### src/rtl/cpu_ctrl_pkg.sv
// Shared constants for the run/step sequencer.
//   MODE_*              : FSM state encodings, also driven on the mode output
//   *_DEF               : default parameter values for the top level
package cpu_ctrl_pkg;

    localparam logic [1:0] MODE_IDLE = 2'b00;
    localparam logic [1:0] MODE_STEP = 2'b01;
    localparam logic [1:0] MODE_RUN  = 2'b10;
    localparam logic [1:0] MODE_HALT = 2'b11;

    localparam int DEBOUNCE_TICKS_DEF = 20;
    localparam int RUN_DIV_DEF        = 50;
    localparam int CNT_W_DEF          = 16;

endpackage

### src/rtl/cpu_run_ctrl_if.sv
// CPU-side signals of the run/step sequencer.
//   cpu_halt : halt request from the CPU core (level)
//   cpu_ce   : one-cycle CPU clock-enable
//   mode     : current sequencer state
//   ce_count : number of cpu_ce pulses since reset, wrapping
// master = sequencer, slave = CPU core / display side.
interface cpu_run_ctrl_if #(
    parameter int CNT_W = 16
) ();

    logic             cpu_halt;
    logic             cpu_ce;
    logic [1:0]       mode;
    logic [CNT_W-1:0] ce_count;

    modport master (input cpu_halt, output cpu_ce, output mode, output ce_count);
    modport slave  (output cpu_halt, input cpu_ce, input mode, input ce_count);

endinterface

### src/rtl/cpu_run_ctrl_debounce.sv
// Push-button debouncer: 2-flop synchroniser, tick-sampled stability counter,
// and a one-cycle pulse on an accepted 0->1 transition.
//   clk_50MHz : system clock
//   rst       : asynchronous active-low reset
//   tick_i    : sampling strobe
//   btn_i     : raw asynchronous button (active-high)
//   press_o   : one-cycle pulse when a press is accepted
module btn_debounce #(
    parameter int TICKS = 20
) (
    input  logic clk_50MHz,
    input  logic rst,
    input  logic tick_i,
    input  logic btn_i,
    output logic press_o
);

    localparam int             CW       = $clog2(TICKS + 1);
    localparam logic [CW-1:0]  CNT_LAST = CW'(TICKS - 1);

    logic          sync1_q, sync2_q;
    logic          stable_q, stable_d;
    logic [CW-1:0] cnt_q, cnt_d;

    always_comb begin
        stable_d = stable_q;
        cnt_d    = cnt_q;
        if (tick_i) begin
            if (sync2_q == stable_q) begin
                cnt_d = '0;
            end else if (cnt_q == CNT_LAST) begin
                // this tick is the TICKS-th consecutive differing sample
                stable_d = sync2_q;
                cnt_d    = '0;
            end else begin
                cnt_d = cnt_q + 1'b1;
            end
        end
    end

    // Pulse in the cycle the new level is being accepted, so the FSM acts on
    // the same edge that updates stable_q.
    assign press_o = stable_d & ~stable_q;

    always_ff @(posedge clk_50MHz or negedge rst) begin
        if (!rst) begin
            sync1_q  <= 1'b0;
            sync2_q  <= 1'b0;
            stable_q <= 1'b0;
            cnt_q    <= '0;
        end else begin
            sync1_q  <= btn_i;
            sync2_q  <= sync1_q;
            stable_q <= stable_d;
            cnt_q    <= cnt_d;
        end
    end

endmodule

### src/rtl/cpu_run_ctrl.sv
// Run/step sequencer: debounces the step and run buttons and issues a
// one-cycle CPU clock-enable, single in STEP, periodic in RUN, stopping on a
// CPU halt request. Counts issued enables for the display.
//   clk_50MHz : system clock
//   rst       : asynchronous active-low reset
//   tick_1kHz : debounce sampling strobe
//   btn_step  : raw step button
//   btn_run   : raw run/stop button
//   bus       : cpu_halt in; cpu_ce, mode, ce_count out
//
// state     | meaning
// ----------+-------------------------------------------------
// MODE_IDLE | waiting for a press, no enables
// MODE_STEP | single enable issuing this cycle, back to IDLE
// MODE_RUN  | enable every RUN_DIV cycles until run pressed
// MODE_HALT | CPU requested halt, waits for cpu_halt to drop
module cpu_run_ctrl
    import cpu_ctrl_pkg::*;
#(
    parameter int DEBOUNCE_TICKS = DEBOUNCE_TICKS_DEF,
    parameter int RUN_DIV        = RUN_DIV_DEF,
    parameter int CNT_W          = CNT_W_DEF
) (
    input  logic           clk_50MHz,
    input  logic           rst,
    input  logic           tick_1kHz,
    input  logic           btn_step,
    input  logic           btn_run,
    cpu_run_ctrl_if.master bus
);

    localparam int               DIV_W    = (RUN_DIV > 1) ? $clog2(RUN_DIV) : 1;
    localparam logic [DIV_W-1:0] DIV_LAST = DIV_W'(RUN_DIV - 1);

    logic             step_press, run_press;
    logic [1:0]       state_q, state_d;
    logic [DIV_W-1:0] div_q, div_d;
    logic             cpu_ce_q, cpu_ce_d;
    logic [CNT_W-1:0] ce_count_q, ce_count_d;

    btn_debounce #(.TICKS(DEBOUNCE_TICKS)) u_db_step (
        .clk_50MHz (clk_50MHz),
        .rst       (rst),
        .tick_i    (tick_1kHz),
        .btn_i     (btn_step),
        .press_o   (step_press)
    );

    btn_debounce #(.TICKS(DEBOUNCE_TICKS)) u_db_run (
        .clk_50MHz (clk_50MHz),
        .rst       (rst),
        .tick_i    (tick_1kHz),
        .btn_i     (btn_run),
        .press_o   (run_press)
    );

    always_comb begin
        state_d    = state_q;
        div_d      = div_q;
        cpu_ce_d   = 1'b0;
        ce_count_d = ce_count_q + CNT_W'(cpu_ce_q);
        case (state_q)
            MODE_IDLE: begin
                if (run_press) begin
                    state_d = MODE_RUN;
                    div_d   = '0;
                end else if (step_press) begin
                    state_d  = MODE_STEP;
                    cpu_ce_d = 1'b1;
                end
            end
            MODE_STEP: begin
                state_d = MODE_IDLE;
            end
            MODE_RUN: begin
                div_d    = (div_q == DIV_LAST) ? '0 : div_q + 1'b1;
                // a stop press on the terminal cycle still lets that pulse out
                cpu_ce_d = (div_q == DIV_LAST);
                if (run_press) begin
                    state_d = MODE_IDLE;
                end
            end
            default: begin
                if (!bus.cpu_halt) begin
                    state_d = MODE_IDLE;
                end
            end
        endcase
        // Halt beats everything; an enable already registered still completes.
        if (bus.cpu_halt) begin
            state_d  = MODE_HALT;
            cpu_ce_d = 1'b0;
        end
    end

    always_ff @(posedge clk_50MHz or negedge rst) begin
        if (!rst) begin
            state_q    <= MODE_IDLE;
            div_q      <= '0;
            cpu_ce_q   <= 1'b0;
            ce_count_q <= '0;
        end else begin
            state_q    <= state_d;
            div_q      <= div_d;
            cpu_ce_q   <= cpu_ce_d;
            ce_count_q <= ce_count_d;
        end
    end

    assign bus.cpu_ce   = cpu_ce_q;
    assign bus.mode     = state_q;
    assign bus.ce_count = ce_count_q;

endmodule
### src/flat_wrapper.sv
// flat-port wrapper written by rule: the top's interface ports become plain ports
module cpu_run_ctrl_flat import cpu_ctrl_pkg::*;
#(
    parameter int DEBOUNCE_TICKS = DEBOUNCE_TICKS_DEF,
    parameter int RUN_DIV        = RUN_DIV_DEF,
    parameter int CNT_W          = CNT_W_DEF
)
  (clk_50MHz, rst, tick_1kHz, btn_step, btn_run, bus_cpu_halt, bus_cpu_ce, bus_mode, bus_ce_count);
  cpu_run_ctrl_if #(.CNT_W(CNT_W)) bus_i ();
  input  logic clk_50MHz;
  input  logic rst;
  input  logic tick_1kHz;
  input  logic btn_step;
  input  logic btn_run;
  input wire logic [$bits(bus_i.cpu_halt)-1:0] bus_cpu_halt;
  output wire logic [$bits(bus_i.cpu_ce)-1:0] bus_cpu_ce;
  output wire logic [$bits(bus_i.mode)-1:0] bus_mode;
  output wire logic [$bits(bus_i.ce_count)-1:0] bus_ce_count;
  assign bus_i.cpu_halt = bus_cpu_halt;
  assign bus_cpu_ce = bus_i.cpu_ce;
  assign bus_mode = bus_i.mode;
  assign bus_ce_count = bus_i.ce_count;
  cpu_run_ctrl #(.DEBOUNCE_TICKS(DEBOUNCE_TICKS), .RUN_DIV(RUN_DIV), .CNT_W(CNT_W)) u_core (.clk_50MHz(clk_50MHz), .rst(rst), .tick_1kHz(tick_1kHz), .btn_step(btn_step), .btn_run(btn_run), .bus(bus_i));
endmodule
### config.mk
export PLATFORM = sky130hd
export DESIGN_NAME = cpu_run_ctrl_flat
export DESIGN_NICKNAME = d
export VERILOG_FILES = /design/src/rtl/cpu_ctrl_pkg.sv /design/src/rtl/cpu_run_ctrl_if.sv /design/src/rtl/cpu_run_ctrl_debounce.sv /design/src/rtl/cpu_run_ctrl.sv /design/src/flat_wrapper.sv
export SDC_FILE = /design/constraint.sdc
export NUM_CORES = 1
export LEC_CHECK = 0
export CAP_MARGIN = 15
export CORE_MARGIN = 5
export CORE_UTILIZATION = 54
export DETAILED_ROUTE_END_ITERATION = 10
export PLACE_DENSITY = 0.77
export SYNTH_ARGS = -nofsm -noshare
export SYNTH_HDL_FRONTEND = slang
export SYNTH_SLANG_ARGS = --single-unit
### constraint.sdc
create_clock -name clk_50MHz -period 2.1 [get_ports clk_50MHz]
set_clock_uncertainty 0.1 [all_clocks]
set_input_delay 0.42 -clock clk_50MHz [delete_from_list [all_inputs] [get_ports clk_50MHz]]
set_output_delay 0.42 -clock clk_50MHz [all_outputs]
set_load 0.01 [all_outputs]
==> results of run 1 <==
[per-stage QoR]
stage | hold WS [ns] | instances | instance area [sq um] | util (%) | setup WS (ns)
6_report | 0.04060 | 256 | 2308 | 67.58 | 0.1721
5_1_grt | 0.09262 | 256 | 2308 | 67.58 | 0.06839
4_1_cts | 0.07021 | 256 | 2308 | 67.58 | 0.1478
3_5_place_dp | 0.2410 | 250 | 2266 | 66.34 | 0.2546
3_3_place_gp | 0.2350 | 250 | 2266 | 66.34 | 0.3579
2_1_floorplan | 0.02441 | 178 | 1952 | - | 0.5327
[Yosys cell counts (3+ instances only)]
library cell,n,area share (%)
a21o_1,4,1.5
o21ai_0,9,2.3
a21oi_1,3,0.77
xor2_1,7,3.1
mux2_2,3,1.7
nor2b_1,3,0.96
nand2b_1,5,1.6
o22ai_1,4,1.3
and3_1,3,0.96
nand2_1,22,4.2
inv_1,6,1.2
o31ai_1,4,1.5
nand3_1,10,2.6
xnor2_1,12,5.4
a31oi_1,3,0.96
dfrtp_1,41,53
nand4_1,4,1.3
ha_1,6,3.8
nor2_1,7,1.3
[sequential cells by signal, summed over array words and instances, names as in the netlist, 2 cells and up]
register and flops:
u_core.u_db_step.cnt_q 5, u_core.div_q 6, u_core.u_db_run.cnt_q 5, u_core.bus.mode 2
u_core.bus.ce_count 16
[logic make-up after synthesis]
kind of cell | share of synthesized area [%]
AOI/OAI and AO/OA | 9.295
xor gates and xnor gates | 8.526
adders and majority gates | 3.846
buffers and inverters | 1.602
DFF | 52.56
muxes | 2.243
and+or+nand+nor | 21.92
[cell type report]
type	count	share of cell area, %
clock buffer	5	1.626
clock inverter	1	0.2168
inverter	6	0.9756
multi-input combinational	129	38.75
sequential	41	44.44
tap	46	2.493
timing repair buffer	28	11.49
[power by group]
group | switching, mW | internal, mW | total (mW)
clock | 0.227 | 0.116 | 0.343
combinational | 0.149 | 0.133 | 0.283
sequential | 0.112 | 0.880 | 0.992
[layer usage]
layer / global-route usage, % / routed length [um] / vias to the layer above
met2: 27.28 / 1785 / 42
met3: 5.595 / 220 / 7
met4: 4.894 / 40 / 0
met1: 16.53 / 1466 / 730
met5: 0 / 0 / -
li1: - / - / 702
[worst max-delay path by stage]
stage                              from                        to  slack, ns
3_5_place_dp                  tick_1kHz  u_core.u_db_run.cnt_q[4]       0.25
3_3_place_gp                  tick_1kHz  u_core.u_db_run.cnt_q[2]       0.36
6_report             u_core.bus.mode[1]               bus_mode[1]       0.17
4_1_cts              u_core.bus.mode[1]               bus_mode[1]       0.15
2_1_floorplan  u_core.u_db_run.cnt_q[0]           u_core.div_q[3]       0.53
5_1_grt              u_core.bus.mode[1]               bus_mode[1]       0.07
==> impl_metrics.json, run 1 <==
{
  "outcome": "finished, final reports clean",
  "critPathKind": "reg -> out",
  "cts_tree": "done",
  "dp_hpwl_um": 2663,
  "antennaDiodeCount": 0,
  "die_y_um": 70.12,
  "grt.total_usage_pct": 15.21,
  "layout_worst_path_cycle_share_pct": 91.80,
  "drc": 0,
  "final_max_slew_viol_count": 0,
  "final_cell_mix": "dfrtp_1, clkdlybuf4s50_1, nand2_1",
  "rsz0062_at_grt": "no",
  "slew_headroom_pct": 48.26,
  "initial_utilization_pct": 57.14,
  "via_per_inst": 5.785,
  "insertion_delay_ns": 0.34,
  "clock_sinks": 41,
  "drt_first_iter_violations": 63,
  "rrSetupSlack_ns": 0.32,
  "cp_data_required_time_ns": 1.58,
  "multi_input_area_sq_um": 894.6,
  "grt_max_degree": 38,
  "finalHoldViolCount": 0,
  "detail-route-antenna-nets": 0,
  "fill_cells": 271,
  "cpPeakStageDelay_ns": 0.58,
  "setup_viol": 0,
  "crit_chain": "clkdlybuf4s50_1",
  "clk_pin_slew_ns": 0.11,
  "port_buffers": 24,
  "crit_cells": 1,
  "tightest_slew_ns": 0.7761,
  "grt_overflow": 0,
  "core_area_sq_um": 3416,
  "cts_buffer_depth": 2,
  "grt_pass1_vias": 1426,
  "final-seq-area_sq_um": 1026,
  "setup-tns-final_ns": 0,
  "final_common_cell": "dfrtp_1",
  "gp_congestion": 0.9439,
  "first_pass_iters": 4,
  "fmax_ghz": 0.5187,
  "end_kind": "output pin",
  "cts_buffers": 5,
  "syn_inst": 178,
  "critPathTopFamily": "buffers and inverters",
  "timing.max_cap.violations": 0,
  "power_mw": 1.618,
  "finalWirelength_um": 3512,
  "ctsResizeCount": 0,
  "num_vias": 1481,
  "cp_max_fo": 8,
  "cts_root_buffer": "clkbuf_4",
  "postCtsHoldBufs": 0,
  "die-width_um": 70.12,
  "cts_setup_buffers": 0,
  "r2r_cells": 5,
  "timing.rr.start": "u_core.u_db_run.cnt_q[0]",
  "synth-async-reset-ratio_pct": 100.0,
  "ys_seq_area_share_pct": 52.56,
  "htreeDepth": 2,
  "hp-class": "in -> async",
  "wl_per_cell_um": 13.72,
  "antenna_found_initial": 0,
  "io-pin-count": 25,
  "synth-edff-count": 0,
  "synth.distinct_cells": 36,
  "cp_slowest_cell": "clkdlybuf4s50_1",
  "worst_setup_path_start_kind": "flop",
  "syn_nets": 190,
  "num_rows": 21,
  "die_area_sq_um": 4917,
  "fin_crit_ns": 1.928,
  "synth_flop_cell": "dfrtp_1",
  "fin_nets": 223,
  "synth-seq-cells": 41,
  "yosys_warnings": 0,
  "reg2reg_to": "u_core.div_q[3]",
  "p_per_area_nw_per_um2": 700.9,
  "grt_first_pass_wirelength_um": 6023,
  "drive_gt1_share_pct": 10.00,
  "worst-path-buf-inv": 1,
  "max-vdd-ir-drop_uv": 493.0,
  "synth.avg_cell_area_sq_um": 10.97,
  "cp.arrival_ns": 1.41,
  "netlist_area_sq_um": 1952,
  "p_leak_nw": 1.082,
  "syn2layout_area_growth_pct": 18.27
}
Note: power is estimated with default switching activity, not from simulation.
==> run 2: changes to the inputs <==
CORE_UTILIZATION = 30   (was 54)
PLACE_DENSITY = 0.48   (was 0.77)
==> impl_metrics.json, run 2 (synthesis gave the netlist of run 1 again) <==
{
  "dp_hpwl_um": 2721,
  "antenna_found_initial": 0,
  "fmax_ghz": 0.5224,
  "final_cell_mix": "dfrtp_1, clkdlybuf4s50_1, nand2_1",
  "detail-route-antenna-nets": 0,
  "gp_congestion": 0.7747,
  "timing.max_cap.violations": 0,
  "cts_root_buffer": "clkbuf_8",
  "max-vdd-ir-drop_uv": 347.4,
  "die_y_um": 90.66,
  "setup_viol": 0,
  "insertion_delay_ns": 0.29,
  "antennaDiodeCount": 0,
  "core_area_sq_um": 6350,
  "first_pass_iters": 4,
  "fin_nets": 223,
  "worst_setup_path_start_kind": "flop",
  "p_per_area_nw_per_um2": 791.4,
  "slew_headroom_pct": 66.32,
  "io-pin-count": 25,
  "wl_per_cell_um": 12.85,
  "fin_crit_ns": 1.914,
  "hp-class": "reg -> reg",
  "drive_gt1_share_pct": 10.38,
  "timing.hold.ws_ns": 0.2496,
  "hold_path.startpoint": "u_core.u_db_step.sync1_q",
  "drc": 0,
  "outcome": "finished, final reports clean",
  "num_vias": 1372,
  "via_per_inst": 4.747,
  "drt_first_iter_violations": 43,
  "tightest_slew_ns": 0.5052,
  "cp_max_fo": 8,
  "critPathTopFamily": "buffers and inverters",
  "port_buffers": 24,
  "grt.total_usage_pct": 9.976,
  "cpPeakStageDelay_ns": 0.60,
  "grt_max_degree": 22,
  "largest_register_ffs": 16,
  "clk_pin_slew_ns": 0.07,
  "cp_slowest_cell": "clkdlybuf4s50_1",
  "rsz0062_at_grt": "no",
  "p_leak_nw": 1.116,
  "setup-tns-final_ns": 0,
  "syn2layout_area_growth_pct": 25.00,
  "cts_buffers": 5,
  "cts_buffer_depth": 2,
  "initial_utilization_pct": 30.74,
  "grt_overflow": 0,
  "grt_first_pass_wirelength_um": 6810,
  "grt_pass1_vias": 1419,
  "layout_worst_path_cycle_share_pct": 91.16,
  "clock_sinks": 41,
  "die_area_sq_um": 8219,
  "crit_start": "u_core.bus.mode[1]",
  "cp_data_required_time_ns": 1.58,
  "fill_cells": 618,
  "num_rows": 29,
  "die-width_um": 90.66,
  "cts_tree": "done",
  "final_common_cell": "dfrtp_1",
  "finalWirelength_um": 3714,
  "cp.arrival_ns": 1.39,
  "timing.rr.start": "u_core.u_db_run.cnt_q[0]",
  "crit_chain": "clkdlybuf4s50_1",
  "worst-path-buf-inv": 1,
  "critPathKind": "reg -> out",
  "htreeDepth": 2,
  "end_kind": "output pin",
  "final_max_slew_viol_count": 0,
  "cts_setup_buffers": 0,
  "finalHoldViolCount": 0
}
run 2: layout make-up:
| cell class | count | area [sq um] | share of cell area (%) |
|---|---|---|---|
| sequential | 41 | 1026 | 42.05 |
| clock inverter | 2 | 37.54 | 1.538 |
| clock buffer | 6 | 82.58 | 3.385 |
| timing repair buffer | 28 | 280.3 | 11.49 |
| inverter | 6 | 22.52 | 0.9231 |
| tap | 77 | 96.34 | 3.949 |
| multi-input combinational | 129 | 894.6 | 36.67 |
run 2: timing repair:
item,in CTS,in global routing
gates resized for setup,0,0
hold buffers,1,0
hold endpoints to repair,13,0
run 2: layer usage:
layer | vias to the layer above | GRT usage (%) | part of all wire (%) | wire length, um
met4 | 0 | 3.350 | 1.6 | 61
met3 | 5 | 3.167 | 3.5 | 130
met2 | 13 | 15.80 | 46 | 1725
li1 | 709 | - | - | -
met1 | 645 | 12.81 | 48 | 1796
met5 | - | 0 | 0 | 0
run 2: power breakdown:
part	internal, mW	total, mW	leakage [nW]	switching [mW]
sequential	0.880	0.993	0.546	0.113
clock	0.387	0.664	0.0574	0.278
combinational	0.134	0.274	0.513	0.140
run 2: final timing paths:
path | slack (ns) | depth (start not counted) | to
setup / recovery | 0.19 | 1 | bus_mode[1]
hold / removal | 0.25 | 0 | u_core.u_db_step.sync2_q
setup reg to reg | 0.31 | 5 | u_core.div_q[3]
hold reg to reg | 0.25 | 0 | u_core.u_db_step.sync2_q
max in group asynchronous | 0.89 | 3 | u_core.bus.ce_count[15]
min in group asynchronous | 0.52 | 2 | u_core.div_q[0]
run 2: metrics by stage:
stage | total power, mW | util (%) | setup WS (ns) | std cells | instance area, sq um
2_1_floorplan | 1.178 | - | 0.5327 | 178 | 1952
3_3_place_gp | 1.281 | 36.37 | 0.2780 | 280 | 2310
3_5_place_dp | 1.286 | 36.37 | 0.2302 | 280 | 2310
4_1_cts | 1.961 | 38.42 | 0.1670 | 289 | 2440
5_1_grt | 2.068 | 38.42 | 0.09619 | 289 | 2440
6_report | 1.931 | 38.42 | 0.1856 | 289 | 2440
